### config.mk
export PLATFORM = sky130hd
export DESIGN_NAME = phase_sequencer
export DESIGN_NICKNAME = d
export VERILOG_FILES = /design/src/rtl/phase_sequencer.sv
export SDC_FILE = /design/constraint.sdc
export NUM_CORES = 1
export LEC_CHECK = 0
export ABC_AREA = 0
export CAP_MARGIN = 20
export CORE_ASPECT_RATIO = 1.75
export CORE_MARGIN = 5
export CORE_UTILIZATION = 58
export DETAILED_ROUTE_END_ITERATION = 7
export HOLD_SLACK_MARGIN = 0.12
export PLACE_DENSITY = 0.93
export SETUP_SLACK_MARGIN = 0.15
export SYNTH_ARGS = -nofsm -noshare
export SYNTH_HDL_FRONTEND = slang
export SYNTH_SLANG_ARGS = --single-unit
### constraint.sdc
create_clock -name clk -period 3.9 [get_ports clk]
set_clock_uncertainty 0.15 [all_clocks]
set_input_delay 1.17 -clock clk [delete_from_list [all_inputs] [get_ports clk]]
set_output_delay 1.17 -clock clk [all_outputs]
set_load 0.02 [all_outputs]
### src/rtl/phase_sequencer.sv
// Instruction phase sequencer: FETCH/DECODE/EXECUTE/UPDATE with run/halt/step,
// RAM wait-state stretching, memory-timeout fault and retired-instruction count.
module phase_sequencer #(
  parameter int unsigned WAIT_FETCH = 0,
  parameter int unsigned WAIT_EXEC  = 0,
  parameter int unsigned TIMEOUT    = 255,
  parameter int unsigned CNT_W      = 16
) (
  input  logic             clk,
  input  logic             reset,
  input  logic             run,
  input  logic             step,
  input  logic             halt_req,
  input  logic             mem_rdy,
  input  logic             mem_acc,
  input  logic             clr_fault,
  output logic [2:0]       phase,
  output logic             halted,
  output logic             busy,
  output logic             fault,
  output logic [CNT_W-1:0] instr_cnt
);

  typedef enum logic [2:0] {
    S_FETCH  = 3'd0,
    S_DECODE = 3'd1,
    S_EXEC   = 3'd2,
    S_UPDATE = 3'd3,
    S_IDLE   = 3'd4,
    S_FAULT  = 3'd5
  } state_t;

  localparam logic [3:0] WF = 4'(WAIT_FETCH);
  localparam logic [3:0] WE = 4'(WAIT_EXEC);
  localparam logic [7:0] TO = 8'(TIMEOUT - 1);

  state_t     state, state_nx;
  logic [3:0] wcnt, wcnt_nx;
  logic [7:0] tcnt, tcnt_nx;
  logic       acc, acc_nx;
  logic       step_mode, step_mode_nx;
  logic       step_q;
  logic       step_rise;
  logic       retire;
  logic [2:0] phase_nx;

  assign step_rise = step & ~step_q;

  always_comb begin
    state_nx     = state;
    wcnt_nx      = wcnt;
    tcnt_nx      = tcnt;
    acc_nx       = acc;
    step_mode_nx = step_mode;
    retire       = 1'b0;

    unique case (state)
      S_IDLE: begin
        if (!halt_req) begin
          if (run) begin
            state_nx     = S_FETCH;
            step_mode_nx = 1'b0;
          end else if (step_rise) begin
            state_nx     = S_FETCH;
            step_mode_nx = 1'b1;
          end
        end
      end
      S_FETCH: begin
        if (wcnt != 4'd0)      wcnt_nx  = wcnt - 4'd1;
        else if (mem_rdy)      state_nx = S_DECODE;
        else if (tcnt == TO)   state_nx = S_FAULT;
        else                   tcnt_nx  = tcnt + 8'd1;
      end
      S_DECODE: state_nx = S_EXEC;
      S_EXEC: begin
        // Non-memory instructions never wait on the RAM
        if (!acc)              state_nx = S_UPDATE;
        else if (wcnt != 4'd0) wcnt_nx  = wcnt - 4'd1;
        else if (mem_rdy)      state_nx = S_UPDATE;
        else if (tcnt == TO)   state_nx = S_FAULT;
        else                   tcnt_nx  = tcnt + 8'd1;
      end
      S_UPDATE: begin
        retire = 1'b1;
        if (step_mode || halt_req || !run) state_nx = S_IDLE;
        else                               state_nx = S_FETCH;
      end
      S_FAULT: begin
        if (clr_fault) state_nx = S_IDLE;
      end
      default: state_nx = S_IDLE;
    endcase

    // Per-phase bookkeeping is (re)loaded on every state entry
    if (state_nx != state) begin
      tcnt_nx = 8'd0;
      if (state_nx == S_FETCH) wcnt_nx = WF;
      if (state_nx == S_EXEC) begin
        acc_nx  = mem_acc;
        wcnt_nx = mem_acc ? WE : 4'd0;
      end
      if (state_nx == S_IDLE) step_mode_nx = 1'b0;
    end

    phase_nx = (state_nx == S_FAULT) ? 3'd4 : state_nx;
  end

  always_ff @(posedge clk or posedge reset) begin
    if (reset) begin
      state     <= S_IDLE;
      wcnt      <= 4'd0;
      tcnt      <= 8'd0;
      acc       <= 1'b0;
      step_mode <= 1'b0;
      step_q    <= 1'b0;
      instr_cnt <= '0;
      phase     <= 3'd4;
      halted    <= 1'b1;
      busy      <= 1'b0;
      fault     <= 1'b0;
    end else begin
      state     <= state_nx;
      wcnt      <= wcnt_nx;
      tcnt      <= tcnt_nx;
      acc       <= acc_nx;
      step_mode <= step_mode_nx;
      step_q    <= step;
      if (retire) instr_cnt <= instr_cnt + CNT_W'(1);
      phase     <= phase_nx;
      halted    <= (state_nx == S_IDLE);
      busy      <= (state_nx == S_FETCH) || (state_nx == S_DECODE) ||
                   (state_nx == S_EXEC)  || (state_nx == S_UPDATE);
      fault     <= (state_nx == S_FAULT);
    end
  end

endmodule

==> results of run 1 <==
[logic make-up after synthesis]
kind of cell | share of synthesized area
buffers and inverters | 0.0236
flip-flops | 0.500
adder cells (fa/ha/maj) | 0.0311
AO/OA/AOI/OAI | 0.0778
multiplexers | 0.0156
AND/OR/NAND/NOR | 0.252
XOR/XNOR | 0.100
[state kept, by name, indices dropped and copies added (netlist names)]
register / cells
tcnt: 8
wcnt: 4
step_mode: 1
halted: 1
state: 3
acc: 1
busy: 1
step_q: 1
phase: 3
instr_cnt: 16
fault: 1
[cell type report]
class | instances | area (um2)
repair buffers | 30 | 298
clock inverters | 3 | 18.8
clock buffers | 5 | 68.8
multi-input cells | 143 | 958
flip-flops and latches | 40 | 1000
fillers | 250 | 932
well taps | 45 | 56.3
inverters | 7 | 26.3
[per-layer routing]
metal	track usage	vias to the layer above
met5	0	-
met4	0.111	0
met3	0.0460	7
met2	0.361	44
met1	0.217	739
li1	-	739
[per-stage QoR]
stage | util | cells | power [uW]
detailed placement | 0.697 | 265 | 1130
global route | 0.723 | 273 | 1490
finish | 0.723 | 273 | 1390
global placement | 0.697 | 265 | 1100
CTS | 0.723 | 273 | 1400
floorplan | - | 194 | 961
[Yosys cell counts, drive strengths merged, types with 2 or more instances]
library cell	n
nor3b	2
xor2	7
xnor2	16
nand3b	2
or3b	2
nand3	9
nand2b	3
nor2b	4
a21oi	6
nand2	18
nand4	5
ha	5
a211oi	3
and2	3
and3	5
dfstp	3
dfrtp	37
nor2	26
mux2i	2
inv	7
buf	4
nor4	3
nor3	2
o21ai	3
and4	2
[where the power goes]
group / total, uW / switching, uW / internal (uW)
registers: 608 / 104 / 505
clock network: 264 / 140 / 124
logic: 519 / 287 / 231
total: 1390 / 530 / 861
[worst max-delay path, cell delays in order]
cell and delay [ns]:
clkdlybuf4s50_1 0.52, or3b_2 0.47, a21oi_1 0.18, a21oi_1 0.10, a211oi_2 0.36, inv_2 0.08
a221oi_1 0.31
[final timing paths]
path                                 endpoint  slack (ns)          start
worst min-delay path            instr_cnt[15]        0.33  instr_cnt[15]
worst min register to register  instr_cnt[15]        0.33  instr_cnt[15]
min in group asynchronous             tcnt[4]        1.15          reset
max in group asynchronous            phase[2]        2.09          reset
worst max-delay path                step_mode        0.74            run
worst max register to register        wcnt[3]        1.28        wcnt[0]
==> summary.md, run 1 <==
| Metric | Value |
|---|---|
| Run status | `completed` |
| Fin area | `2430 um2` |
| Via count | `1529` |
| Number of nets in the synthesized netlist | `207` |
| Arrival time reported for the critical path endpoint | `3.19 ns` |
| Wire length on met2 | `2.34 mm` |
| Final nets | `240` |
| Smallest hold slack | `0.327 ns` |
| Worst IR Drop VDD | `0.000476 V` |
| Share of cells above drive strength 1 | `0.101` |
| Final Hold Violating Endpoints | `0` |
| Met3 Wirelength | `169 um` |
| Cells after synthesis | `194` |
| Total of endpoints with negative setup slack in the final report | `0` |
| Most common cell after layout, fill and taps aside | `dfrtp_1` |
| Post-synthesis sequential element count | `40` |
| Die extent in x | `54.5 um` |
| # Max-Cap Violations | `0` |
| CTS tree | `yes` |
| Minimum clock period | `3.16 ns` |
| Synthesized area per cell | `10.4 um2` |
| RSZ-0062 raised after global routing | `false` |
| Total Routed Length | `4.19 mm` |
| Floorplan die height | `87.9 um` |
| WHS Path Cells | `1` |
| Avg Vias per Cell | `5.60` |
| Post-CTS Hold Buffers | `0` |
| Crit start category | `primary input` |
| Core Region | `3360 um2` |
| # resized after CTS | `0` |
| Hpwl dp | `3.03 mm` |
| Synth Flop Type | `dfrtp_1` |
| Clock edge transition at the registers on the reported setup and hold paths | `0.08 ns` |
| Clock Tree Root | `clkbuf_8` |
| Clock latency at the later pin of the worst-skew pair | `0.29 ns` |
| Kind of critical path | `in2reg` |
| Max-slew headroom | `0.542` |
| Top cells by area in the synthesized netlist | `dfrtp_1 (46%), xnor2_1 (7.0%), nor2_1 (4.5%)` |
| Aggregate global routing overflow | `0` |
| Via count of the first global-routing pass | `1648` |
| Top Ports | `30` |
| Final-layout setup total negative slack | `0 ns` |
| Leading area contributor after synthesis | `dfrtp_1` |
| Number of sinks driven by the clock tree | `40` |
| Yosys cell types | `47` |
| Count of buffers from port buffering | `29` |
| M1 WL | `1.58 mm` |
| H-tree depth | `2` |
| Worst setup slack after placement | `0.502 ns` |
| Maximum number of pins on one net before global-route repair | `41` |
| Pleak | `0.00104 uW` |
| Remaining DRCs | `0` |
| Maximum clock rate | `0.317 GHz` |
| Gr usage total | `0.206` |
| Number of enable flip-flop cells after synthesis | `0` |
| First-pass GRT wire length | `7.16 mm` |
| Clock buffers created by TritonCTS | `5` |
| Maximum fanout count along the critical path | `5` |
| Setup slack after layout | `0.744 ns` |
| Mean routed wirelength per cell | `15.3 um` |
| Starting Density | `0.598` |
| Register area share after synthesis | `0.500` |
| Worst r2r path cells | `7` |
| Number of buffers on the longest clock path | `2` |
| Highest Signal Layer | `met4` |
| Leading cell types in the layout, fill and taps excluded | `dfrtp_1 (37), clkdlybuf4s50_1 (29), nor2_1 (24)` |
| Number of core rows | `28` |
| Post-synth ARST share | `1.00` |
| Instance area at placement | `2340 um2` |
| Kind of capture point of the worst setup path | `flip-flop` |
| Part of the cycle the worst path needs | `0.809` |
| Number of antenna violations at the first check in global routing | `0` |
| Total count of max-transition violations in the final report | `0` |
| Antenna-violating nets left | `0` |
| Area of the die | `4790 um2` |
| Antenna Diode Count | `0` |
| Share of Yosys cell area claimed by the top area cell type | `0.460` |
| Final weighted congestion in routability-driven placement | `0.946` |
| Buffer count from post-CTS setup fixing | `0` |
| Layout Area Growth over Synthesis | `20.9%` |
| DRT Pass-1 Iters | `4` |
| Data required time at the worst endpoint | `3.93 ns` |
| Summed instance area of the synthesized netlist | `2010 um2` |
| Power density over the cells | `572 nW/um2` |
| Transition time at the pin with the least slew margin | `0.681 ns` |
| Iteration-0 DRC Markers | `45` |
| Classification of the worst-slack hold path | `reg2reg` |
| Yosys synthesis warning count | `0` |
Note: power is estimated with default switching activity, not from simulation.
==> inputs of run 2 (changes only) <==
--- a/config.mk
+++ b/config.mk
@@ -9,10 +9,10 @@
 export CAP_MARGIN = 20
 export CORE_ASPECT_RATIO = 1.75
 export CORE_MARGIN = 5
-export CORE_UTILIZATION = 58
+export CORE_UTILIZATION = 53
 export DETAILED_ROUTE_END_ITERATION = 7
 export HOLD_SLACK_MARGIN = 0.12
-export PLACE_DENSITY = 0.93
+export PLACE_DENSITY = 0.86
 export SETUP_SLACK_MARGIN = 0.15
 export SYNTH_ARGS = -nofsm -noshare
 export SYNTH_HDL_FRONTEND = slang
==> constraint.sdc (replaced) <==
create_clock -name clk -period 3 [get_ports clk]
set_clock_uncertainty 0.15 [all_clocks]
set_input_delay 0.9 -clock clk [delete_from_list [all_inputs] [get_ports clk]]
set_output_delay 0.9 -clock clk [all_outputs]
set_load 0.02 [all_outputs]
==> summary.md, run 2 (synthesis results as in run 1) <==
| Metric | Value |
|---|---|
| Final weighted congestion in routability-driven placement | `0.950 (+0.36%)` |
| Post-route insts no fill | `280 (+2.6%)` |
| Pleak | `0.00108 uW (+3.4%)` |
| Starting Density | `0.549 (-0.0492)` |
| CP cell instances | `clkdlybuf4s50_1 -> or3b_2 -> a21oi_1 -> a21oi_1 -> a2111oi_2 -> a211oi_1` |
| Aggregate global routing overflow | `0 (unchanged)` |
| Sink of the worst hold path | `instr_cnt[15]` |
| Layout fillers | `296 (+18%)` |
| Setup slack after layout | `0.294 ns (-0.450 ns)` |
| Buffer count from post-CTS setup fixing | `0 (unchanged)` |
| Count of buffers from port buffering | `29 (unchanged)` |
| Classification of the worst-slack hold path | `reg2reg` |
| Transition time at the pin with the least slew margin | `0.685 ns (+0.00395 ns)` |
| Via count | `1585 (+3.7%)` |
| Reg-to-reg setup timing slack | `0.44 ns (-0.84 ns)` |
| Run status | `completed` |
| Core Region | `3660 um2 (+9.0%)` |
| Total of endpoints with negative setup slack in the final report | `0 (unchanged)` |
| Number of antenna violations at the first check in global routing | `0 (unchanged)` |
| Number of sinks driven by the clock tree | `40 (unchanged)` |
| Hold path start | `instr_cnt[15]` |
| Largest registers in the final layout | `instr_cnt x16, tcnt x8, wcnt x4` |
| Antenna Diode Count | `0 (unchanged)` |
| Number of core rows | `29 (+3.6%)` |
| Data required time at the worst endpoint | `3.00 ns (-0.93 ns)` |
| Minimum clock period | `2.71 ns` |
| Arrival time reported for the critical path endpoint | `2.71 ns (-0.48 ns)` |
| Top reg by flops | `instr_cnt` |
| RSZ-0062 raised after global routing | `false` |
| Number of buffers on the longest clock path | `2 (unchanged)` |
| Crit start category | `primary input` |
| Mean routed wirelength per cell | `14.6 um (-4.8%)` |
| Floorplan die height | `91.5 um (+4.1%)` |
| Most common cell after layout, fill and taps aside | `dfrtp_1` |
| Top Ports | `30 (unchanged)` |
| Total Routed Length | `4.09 mm (-2.3%)` |
| Avg Vias per Cell | `5.66 (+1.1%)` |
| R2r startpoint | `wcnt[0]` |
| Leading cell types in the layout, fill and taps excluded | `dfrtp_1 (37), clkdlybuf4s50_1 (29), nor2_1 (24)` |
| Final nets | `246 (+2.5%)` |
| Smallest hold slack | `0.322 ns (-0.00514 ns)` |
| Maximum fanout count along the critical path | `4 (-1)` |
| Power Total | `1900 uW (+37%)` |
| Worst r2r path cells | `8 (+1)` |
| Flip-flop count of the largest register after layout | `16 (unchanged)` |
| H-tree depth | `2 (unchanged)` |
| Final Hold Violating Endpoints | `0 (unchanged)` |
| # Max-Cap Violations | `0 (unchanged)` |
| Antenna-violating nets left | `0 (unchanged)` |
| First-pass GRT wire length | `6.82 mm (-4.7%)` |
| Terminus of the critical flop-to-flop path | `phase[0]` |
| WHS Path Cells | `1 (unchanged)` |
| Library cell appearing most often on the critical path | `a21oi_1` |
| Multi-input gate area | `958 um2 (unchanged)` |
| Critical-path cell with the highest stage delay | `a2111oi_2` |
| Total count of max-transition violations in the final report | `0 (unchanged)` |
| Footprint of the flip-flops and latches | `1000 um2 (unchanged)` |
| Clock latency at the later pin of the worst-skew pair | `0.29 ns (about the same)` |
| Placed Cells | `272 (+2.6%)` |
| Gr usage total | `0.167 (-0.0384)` |
| Clock Tree Root | `clkbuf_8` |
| Clock edge transition at the registers on the reported setup and hold paths | `0.07 ns (about the same)` |
| Power density over the cells | `761 nW/um2 (+33%)` |
| Die extent in x | `56.6 um (+3.8%)` |
| Kind of capture point of the worst setup path | `flip-flop` |
| Kind of critical path | `in2reg` |
| Instance area at placement | `2390 um2 (+2.0%)` |
| Maximum number of pins on one net before global-route repair | `41 (unchanged)` |
| DRT Pass-1 Iters | `4 (unchanged)` |
| Iteration-0 DRC Markers | `22 (-51%)` |
| Share of cells above drive strength 1 | `0.124 (+0.0231)` |
| Fin area | `2500 um2 (+2.9%)` |
| CTS tree | `yes` |
| Maximum clock rate | `0.370 GHz` |
| Remaining DRCs | `0 (unchanged)` |
| Hpwl dp | `3.02 mm (-0.46%)` |
| Post-CTS Hold Buffers | `0 (unchanged)` |
| Part of the cycle the worst path needs | `0.902` |
| Worst IR Drop VDD | `0.000668 V (+40%)` |
| # resized after CTS | `0 (unchanged)` |
| Clock buffers created by TritonCTS | `5 (unchanged)` |
| Largest stage delay, worst path | `0.53 ns (about the same)` |
| Max-slew headroom | `0.540 (-0.00226)` |
| Layout Area Growth over Synthesis | `24.4%` |
| Area of the die | `5170 um2 (+8.0%)` |
| Worst setup slack after placement | `-0.0199 ns (-0.522 ns)` |
| Via count of the first global-routing pass | `1604 (-2.7%)` |
-- run 2: cell types whose count changed in the layout (fill, tap and decap cells not counted), sizes merged --
cell      change
clkinvlp      +1
clkinv        -2
bufinv        +1
buf           +6
-- run 2: worst max-delay path: cells and delay by family --
kind / cells / cell delay (ns)
buffers and inverters: 1 / 0.49
AND/OR/NAND/NOR: 1 / 0.44
AO/OA/AOI/OAI: 4 / 0.88
-- run 2: area by class of cell --
| class | instances | share of cell area |
|---|---|---|
| sequential | 40 | 0.402 |
| clock buffer | 5 | 0.0275 |
| clock inverter | 3 | 0.0170 |
| timing repair buffer | 36 | 0.137 |
| inverter | 7 | 0.0105 |
| tap | 46 | 0.0230 |
| multi-input combinational | 143 | 0.383 |
-- run 2: power by group --
part	total, uW	switching (uW)	internal [uW]
Combinational	700	378	323
Clock	428	182	246
Sequential	776	119	656
Total	1900	680	1220
-- run 2: layer usage --
layer	wire length, um	GRT usage	share of wire	vias up
li1	-	-	-	752
met3	167	0.0355	0.041	17
met5	0	0	0	-
met4	153	0.0950	0.037	0
met1	1530	0.159	0.37	772
met2	2240	0.317	0.55	44
-- run 2: worst max path at each step --
stage	from	slack (ns)	endpoint
floorplan	halt_req	0.57	step_mode
global route	mem_rdy	0.17	wcnt[1]
CTS	run	0.30	wcnt[1]
global placement	run	0.06	wcnt[0]
detailed placement	run	-0.02	wcnt[1]
finish	run	0.29	wcnt[1]
-- run 2: through the flow --
stage,util,setup TNS (ns)
3_3_place_gp,0.652,0
5_1_grt,0.682,0
2_1_floorplan,-,0
3_5_place_dp,0.652,-0.0199
4_1_cts,0.682,0
6_report,0.682,0
